**config.mk**
```make
export PLATFORM = sky130hd
export DESIGN_NAME = conv_mac_ctrl
export DESIGN_NICKNAME = d
export VERILOG_FILES = /design/src/rtl/conv_ctrl_pkg.sv /design/src/rtl/conv_addr_gen.sv /design/src/rtl/conv_mac_ctrl.sv
export SDC_FILE = /design/constraint.sdc
export NUM_CORES = 1
export LEC_CHECK = 0
export CORE_AREA = 2 2 107 120
export DETAILED_ROUTE_END_ITERATION = 8
export DIE_AREA = 0 0 109 122
export SLEW_MARGIN = 20
export SYNTH_ARGS = -nofsm -noshare
export SYNTH_HDL_FRONTEND = slang
export SYNTH_SLANG_ARGS = --single-unit
```
**constraint.sdc**
```tcl
create_clock -name clk -period 2 [get_ports clk]
set_input_delay 0.4 -clock clk [delete_from_list [all_inputs] [get_ports clk]]
set_output_delay 0.4 -clock clk [all_outputs]
set_load 0.05 [all_outputs]
```
**src/rtl/conv_ctrl_pkg.sv**
```systemverilog
// Shared types and sizing helpers for the convolution MAC controller.
package conv_ctrl_pkg;

  typedef enum logic [2:0] {
    IDLE,
    CLR,
    MAC,
    DRAIN,
    SETTLE,
    WRITE,
    DONE
  } state_e;

  // Weight SRAM word holding the bias; kernel taps follow it.
  localparam int unsigned BIAS_WADDR = 0;

  // Output width/height for a valid-padding, stride-1 convolution.
  function automatic int unsigned out_w(input int unsigned in_w, input int unsigned ksize);
    return in_w - ksize + 1;
  endfunction

  // Number of kernel taps streamed per output pixel.
  function automatic int unsigned n_taps(input int unsigned cin, input int unsigned ksize);
    return cin * ksize * ksize;
  endfunction

endpackage

```
**src/rtl/conv_addr_gen.sv**
```systemverilog
// Tap and pixel counter nest producing fmap, weight and output addresses
// incrementally (adders only, no multipliers).
module conv_addr_gen
  import conv_ctrl_pkg::*;
#(
  parameter int unsigned KSIZE = 3,
  parameter int unsigned IN_W  = 8,
  parameter int unsigned FA_W  = 12,
  parameter int unsigned WA_W  = 8
) (
  input  logic            clk,
  input  logic            rst,
  input  logic            load,
  input  logic            step,
  input  logic            next_pixel,
  input  logic [4:0]      cin_m1,
  output logic [FA_W-1:0] fmap_addr,
  output logic [WA_W-1:0] wgt_addr,
  output logic [FA_W-1:0] out_addr,
  output logic            last_tap,
  output logic            last_pixel
);

  localparam int unsigned OUT_W     = out_w(IN_W, KSIZE);
  localparam int unsigned K_W       = (KSIZE > 1) ? $clog2(KSIZE) : 1;
  localparam int unsigned O_W       = (OUT_W > 1) ? $clog2(OUT_W) : 1;
  // Jump from the last column of a kernel row to the first of the next row.
  localparam int unsigned ROW_STEP  = IN_W - (KSIZE - 1);
  // Jump from the last tap of a channel window to the first tap of the next channel.
  localparam int unsigned CH_STEP   = IN_W * IN_W - (KSIZE - 1) * IN_W - (KSIZE - 1);
  // Window origin advance when ox wraps to the next output row.
  localparam int unsigned WRAP_STEP = KSIZE;

  logic [K_W-1:0]  kx_q, kx_d, ky_q, ky_d;
  logic [4:0]      ci_q, ci_d;
  logic [O_W-1:0]  ox_q, ox_d, oy_q, oy_d;
  logic            bias_q, bias_d;
  logic [FA_W-1:0] fmap_q, fmap_d, base_q, base_d, out_q, out_d;
  logic [WA_W-1:0] wgt_q, wgt_d;
  logic            kx_end, ky_end, ox_end;

  assign kx_end     = (kx_q == K_W'(KSIZE - 1));
  assign ky_end     = (ky_q == K_W'(KSIZE - 1));
  assign ox_end     = (ox_q == O_W'(OUT_W - 1));
  assign last_tap   = !bias_q && kx_end && ky_end && (ci_q == cin_m1);
  assign last_pixel = ox_end && (oy_q == O_W'(OUT_W - 1));

  assign fmap_addr = fmap_q;
  assign wgt_addr  = wgt_q;
  assign out_addr  = out_q;

  // Counter nest: bias slot first, then kx fastest, ky, ci; pixels ox fastest.
  always_comb begin
    kx_d   = kx_q;
    ky_d   = ky_q;
    ci_d   = ci_q;
    ox_d   = ox_q;
    oy_d   = oy_q;
    bias_d = bias_q;
    fmap_d = fmap_q;
    base_d = base_q;
    out_d  = out_q;
    wgt_d  = wgt_q;
    if (load) begin
      kx_d   = '0;
      ky_d   = '0;
      ci_d   = '0;
      ox_d   = '0;
      oy_d   = '0;
      bias_d = 1'b1;
      fmap_d = '0;
      base_d = '0;
      out_d  = '0;
      wgt_d  = WA_W'(BIAS_WADDR);
    end else if (next_pixel) begin
      kx_d   = '0;
      ky_d   = '0;
      ci_d   = '0;
      bias_d = 1'b1;
      wgt_d  = WA_W'(BIAS_WADDR);
      out_d  = out_q + FA_W'(1);
      if (ox_end) begin
        ox_d   = '0;
        oy_d   = oy_q + O_W'(1);
        base_d = base_q + FA_W'(WRAP_STEP);
      end else begin
        ox_d   = ox_q + O_W'(1);
        base_d = base_q + FA_W'(1);
      end
      fmap_d = base_d;
    end else if (step) begin
      wgt_d = wgt_q + WA_W'(1);
      if (bias_q) begin
        bias_d = 1'b0;
      end else if (!kx_end) begin
        kx_d   = kx_q + K_W'(1);
        fmap_d = fmap_q + FA_W'(1);
      end else if (!ky_end) begin
        kx_d   = '0;
        ky_d   = ky_q + K_W'(1);
        fmap_d = fmap_q + FA_W'(ROW_STEP);
      end else begin
        kx_d   = '0;
        ky_d   = '0;
        ci_d   = ci_q + 5'd1;
        fmap_d = fmap_q + FA_W'(CH_STEP);
      end
    end
  end

  // Counter and address registers.
  always_ff @(posedge clk) begin
    if (rst) begin
      kx_q   <= '0;
      ky_q   <= '0;
      ci_q   <= '0;
      ox_q   <= '0;
      oy_q   <= '0;
      bias_q <= 1'b1;
      fmap_q <= '0;
      base_q <= '0;
      out_q  <= '0;
      wgt_q  <= '0;
    end else begin
      kx_q   <= kx_d;
      ky_q   <= ky_d;
      ci_q   <= ci_d;
      ox_q   <= ox_d;
      oy_q   <= oy_d;
      bias_q <= bias_d;
      fmap_q <= fmap_d;
      base_q <= base_d;
      out_q  <= out_d;
      wgt_q  <= wgt_d;
    end
  end

endmodule

```
**src/rtl/conv_mac_ctrl.sv**
```systemverilog
// Sequences one MAC through a single-output-channel valid-padding convolution:
// clear, bias add, tap stream, result capture and ready/valid write per pixel.
module conv_mac_ctrl
  import conv_ctrl_pkg::*;
#(
  parameter int unsigned KSIZE   = 3,
  parameter int unsigned IN_W    = 8,
  parameter int unsigned MAX_CIN = 16,
  parameter int unsigned FA_W    = 12,
  parameter int unsigned WA_W    = 8
) (
  input  logic            clk,
  input  logic            rst,
  input  logic            start,
  input  logic [4:0]      cfg_cin,
  output logic            busy,
  output logic            done,
  output logic [FA_W-1:0] fmap_addr,
  output logic [WA_W-1:0] wgt_addr,
  output logic            mac_rstn,
  output logic            mac_en,
  output logic            mac_only_add,
  input  logic [7:0]      mac_dout,
  output logic            out_valid,
  input  logic            out_ready,
  output logic [7:0]      out_data,
  output logic [FA_W-1:0] out_addr
);

  localparam int unsigned CIN_W = 5;

  state_e           state_q, state_d;
  logic [CIN_W-1:0] cin_m1_q, cin_m1_d;
  logic             busy_q, busy_d, done_q, done_d;
  logic             mac_en_q, mac_en_d, only_add_q, only_add_d;
  logic             out_valid_q, out_valid_d;
  logic [7:0]       out_data_q, out_data_d;
  logic             clr_strobe, issue_bias, issue_tap;
  logic             ag_load, ag_step, ag_next, last_tap, last_pixel;

  conv_addr_gen #(
    .KSIZE(KSIZE),
    .IN_W (IN_W),
    .FA_W (FA_W),
    .WA_W (WA_W)
  ) u_addr_gen (
    .clk       (clk),
    .rst       (rst),
    .load      (ag_load),
    .step      (ag_step),
    .next_pixel(ag_next),
    .cin_m1    (cin_m1_q),
    .fmap_addr (fmap_addr),
    .wgt_addr  (wgt_addr),
    .out_addr  (out_addr),
    .last_tap  (last_tap),
    .last_pixel(last_pixel)
  );

  // The accumulator clear must coincide with the CLR cycle, so this stays combinational.
  assign mac_rstn = ~(rst | clr_strobe);

  assign busy         = busy_q;
  assign done         = done_q;
  assign mac_en       = mac_en_q;
  assign mac_only_add = only_add_q;
  assign out_valid    = out_valid_q;
  assign out_data     = out_data_q;

  // Next-state, address-generator controls and registered-output next values.
  always_comb begin
    state_d    = state_q;
    cin_m1_d   = cin_m1_q;
    out_data_d = out_data_q;
    ag_load    = 1'b0;
    ag_step    = 1'b0;
    ag_next    = 1'b0;
    clr_strobe = 1'b0;
    issue_bias = 1'b0;
    issue_tap  = 1'b0;
    unique case (state_q)
      IDLE: begin
        if (start) begin
          ag_load = 1'b1;
          state_d = CLR;
          if (cfg_cin == '0) begin
            cin_m1_d = '0;
          end else if (32'(cfg_cin) > MAX_CIN) begin
            cin_m1_d = CIN_W'(MAX_CIN - 1);
          end else begin
            cin_m1_d = cfg_cin - CIN_W'(1);
          end
        end
      end
      CLR: begin
        clr_strobe = 1'b1;
        issue_bias = 1'b1;
        ag_step    = 1'b1;
        state_d    = MAC;
      end
      MAC: begin
        issue_tap = 1'b1;
        if (last_tap) begin
          state_d = DRAIN;
        end else begin
          ag_step = 1'b1;
        end
      end
      DRAIN: begin
        state_d = SETTLE;
      end
      SETTLE: begin
        out_data_d = mac_dout;
        state_d    = WRITE;
      end
      WRITE: begin
        if (out_ready) begin
          if (last_pixel) begin
            state_d = DONE;
          end else begin
            ag_next = 1'b1;
            state_d = CLR;
          end
        end
      end
      DONE: begin
        state_d = IDLE;
      end
      default: begin
        state_d = IDLE;
      end
    endcase
    // Issue strobes are delayed one cycle so they meet the SRAM read data.
    mac_en_d    = issue_bias | issue_tap;
    only_add_d  = issue_bias;
    busy_d      = (state_d != IDLE);
    done_d      = (state_d == DONE);
    out_valid_d = (state_d == WRITE);
  end

  // State and registered outputs.
  always_ff @(posedge clk) begin
    if (rst) begin
      state_q     <= IDLE;
      cin_m1_q    <= '0;
      busy_q      <= 1'b0;
      done_q      <= 1'b0;
      mac_en_q    <= 1'b0;
      only_add_q  <= 1'b0;
      out_valid_q <= 1'b0;
      out_data_q  <= '0;
    end else begin
      state_q     <= state_d;
      cin_m1_q    <= cin_m1_d;
      busy_q      <= busy_d;
      done_q      <= done_d;
      mac_en_q    <= mac_en_d;
      only_add_q  <= only_add_d;
      out_valid_q <= out_valid_d;
      out_data_q  <= out_data_d;
    end
  end

endmodule

```
==> results.py, run 1 <==
metrics = {
    "worst_setup_path": {
        "critPathArrivalTime_ns": 2.27,
        "worstSetupPathType": "register to register",
        "cp_cell_sequence": "and2b_4 > ha_4 > nor2_2 > o311ai_1 > o21ai_1 > nor4b_2 > buf_4 > xnor2_2 > a21oi_1",
        "cp_top_family": "simple AND/OR/NAND/NOR gates",
        "critPathBufInv": 1,
        "r2r_cells": 9,
        "startpoint_type": "register",
        "cp_data_required_time_ns": 2.22,
        "crit_path_top_delay_cell": "dfxtp_2",
        "crit_fanout": 5,
        "end_kind": "register",
        "worst-path-stages": 9,
        "worst_path_largest_cell_delay_ns": 0.32,
    },
    "timing": {
        "worstMarginPinSlew_ns": 0.509,
        "setup_slack_ns": -0.0514,
        "finalClockSkew_ns": 0.00752,
        "period_share_pct": 103,
        "fmax_mhz": 487,
        "rsz0062_at_grt": "true",
        "slew_headroom_pct": 66.0,
        "period_needed_ns": 2.05,
        "maxSlewViolCount": 0,
        "finalSetupViolations": 7,
        "hold_viol_final": 0,
    },
    "logic_synthesis": {
        "synth_top_area_share_pct": 39.0,
        "syn_nets": 505,
        "ys_seq_area_share_pct": 39.0,
        "syn_inst": 475,
        "synth_edf_count": 0,
        "synth-seq-cells": 81,
        "synth_area_leaders": "dfxtp_1 (39%), nor2_1 (5.6%), xor2_1 (5.5%)",
        "synthesis.area_mm2": 0.00416,
        "yosysWarningCount": 0,
        "async_flop_share_pct": 0,
        "yosys.area.top_type": "dfxtp_1",
        "synth_cell_types": 65,
        "synth_ff_type": "dfxtp_1",
        "syn_avg_cell_area_um2": 8.75,
    },
    "place": {
        "portBuffers": 62,
        "dpl.hpwl_mm": 7.79,
        "place_congestion": 0.886,
        "dp.cells": 744,
    },
    "pwr": {
        "p_seq_share_pct": 44.9,
        "p_clk_share_pct": 43.7,
        "swShare_pct": 24.7,
        "p_int_uw": 2790,
        "power_density_mw_per_mm2": 622,
        "p_leak_uw": 0.00230,
        "irDropWorstVdd_v": 0.000509,
        "pwr-share-comb_pct": 11.4,
        "p_sw_uw": 913,
    },
    "global_routing": {
        "grt_use_total_pct": 16.3,
        "grt_pass1_vias": 3761,
        "use_met3_pct": 4.07,
        "grt_pass1_wl_mm": 17.2,
        "antenna_found_initial": 0,
        "grt.overflow.total": 0,
        "grtUsageMet2_pct": 28.3,
        "use_met1_pct": 19.8,
        "grt_busiest_layer": "met2",
        "grt_max_degree": 19,
    },
    "floorplan": {
        "core-area_mm2": 0.0122,
        "fp.dieH_um": 122,
        "std_cell_rows": 43,
        "die_x_um": 109,
        "die-area_mm2": 0.0133,
        "initial_core_util_pct": 34.0,
        "ios": 63,
    },
    "drt": {
        "first_pass_iters": 4,
        "ant_nets": 0,
        "vias": 3874,
        "first_iter_violations": 162,
        "drt-wirelength-per-cell_um": 13.8,
        "vias_per_cell": 5.05,
        "drc": 0,
        "routed_wl_mm": 10.6,
    },
    "final_layout": {
        "fin_cells": 767,
        "nets": 635,
        "n_antenna_cell": 0,
        "drive_gt1_share_pct": 27.4,
        "final_util_pct": 48.7,
        "syn_to_final_growth_pct": 43.2,
    },
    "run": {
        "maxCapViolCount": 0,
    },
    "hold_path": {
        "worstHoldPathType": "register to register",
        "hold_depth": 1,
    },
    "clocking": {
        "clk_pin_slew_ns": 0.06,
        "numCtsBuffers": 9,
        "clk_latency_ns": 0.33,
        "clockBufferDepth": 2,
        "clock-sinks": 81,
        "htree_levels": 3,
        "root_buffer": "clkbuf_16",
        "cts_tree": "done",
    },
    "outcome": {
        "violations": "negative setup slack",
        "status": "finished, violations left",
    },
}
cell usage after synthesis (4+ instances only):
cell / number
dfxtp_1: 81
nor2_1: 62
a21oi_1: 37
nand2_1: 36
o21ai_0: 27
xor2_1: 26
nand3_1: 18
xnor2_1: 18
inv_1: 14
or3_1: 13
ha_1: 12
mux2i_1: 12
nor3_1: 10
nand4_1: 8
clkbuf_1: 7
a31oi_1: 6
buf_2: 6
buf_6: 6
nand3b_1: 5
a211oi_1: 4
and3_1: 4
nor2b_1: 4
what timing repair did:
item                       in CTS  in global routing
setup buffers                   1                  8
hold buffers                    0                  0
setup endpoints to repair      13                 35
gates resized for setup         7                 32
pin swaps                       7                 15
worst paths after layout:
kind	startpoint	end	slack (ns)
setup reg to reg	u_addr_gen.ky_q[0]	u_addr_gen.fmap_addr[8]	-0.05
hold / removal	cin_m1_q[4]	cin_m1_q[4]	0.48
setup / recovery	u_addr_gen.ky_q[0]	u_addr_gen.fmap_addr[8]	-0.05
hold reg to reg	cin_m1_q[4]	cin_m1_q[4]	0.48
sequential cells by signal (all words and copies together), names as in the netlist:
name / flops
u_addr_gen.out_addr: 12
u_addr_gen.ox_q: 3
out_data: 8
u_addr_gen.base_q: 12
u_addr_gen.bias_q: 1
u_addr_gen.kx_q: 2
u_addr_gen.fmap_addr: 12
done: 1
u_addr_gen.oy_q: 3
u_addr_gen.ci_q: 5
mac_en: 1
state_q: 3
u_addr_gen.ky_q: 2
out_valid: 1
cin_m1_q: 5
mac_only_add: 1
busy: 1
u_addr_gen.wgt_addr: 8
cell type report:
| cell class | count | area, µm² |
|---|---|---|
| fillers | 1163 | 6260 |
| repair buffers | 140 | 1230 |
| multi-input cells | 359 | 2550 |
| clock inverters | 5 | 56.3 |
| inverters | 14 | 52.6 |
| flip-flops and latches | 81 | 1640 |
| clock buffers | 11 | 233 |
| well taps | 157 | 196 |
routing by layer:
metal	vias up	share of wire (%)
li1	1941	-
met4	0	1.2
met2	64	53
met3	11	3.8
met5	-	0
met1	1858	42
stage by stage:
stage | setup WS [ns] | total power, µW | instance area, µm² | hold slack, ns | TNS [ns]
after floorplan | -0.0209 | 1930 | 4220 | 0.443 | -0.0209
after global placement | -0.144 | 2100 | 5440 | 0.459 | -3.86
after detailed placement | -0.200 | 2110 | 5440 | 0.473 | -5.34
after CTS | -0.0275 | 3730 | 5760 | 0.485 | -0.0908
after global routing | -0.198 | 3860 | 5950 | 0.515 | -1.54
final | -0.0514 | 3700 | 5950 | 0.478 | -0.315
power by group through the flow:
| stage | logic [µW] | clock network (µW) | registers, µW |
|---|---|---|---|
| 2_1_floorplan | 194 | 0 | 1740 |
| 3_3_place_gp | 406 | 0 | 1700 |
| 3_5_place_dp | 412 | 0 | 1700 |
| 4_1_cts | 416 | 1650 | 1660 |
| 5_1_grt | 459 | 1740 | 1660 |
| 6_report | 423 | 1620 | 1660 |
cell usage in the layout (no fill, tap or decap), types with 8 or more instances in the layout:
master           Yosys  routed
ha_1                12       9
o21ai_0             27      26
mux2i_1             12      12
buf_4                0      90
nand3_1             18      16
or3_1               13      13
xnor2_1             18      17
dfxtp_1             81      74
a21oi_1             37      34
nor2_1              62      60
nand4_1              8       8
nand2_1             36      33
clkdlybuf4s50_1      0      38
xor2_1              26      25
clkbuf_16            0       9
nor3_1              10       8
inv_1               14      13
cell families (layout without fill, tap and decap cells):
family,Yosys count,count (layout),synth area share [%]
AO/OA/AOI/OAI,100,100,15.4
XOR/XNOR,44,44,9.27
adder cells (fa/ha/maj),13,13,4.10
buffers and inverters,35,170,4.67
flip-flops,81,81,39.0
multiplexers,12,12,2.89
AND/OR/NAND/NOR,190,190,24.6
No activity file was read; power rests on OpenSTA's default activity.
==> inputs of run 2 (changes only) <==
CAP_MARGIN = 20   (was unset)
==> results of run 2 <==
Final layout, timing and power as in run 1 (identical DEF).
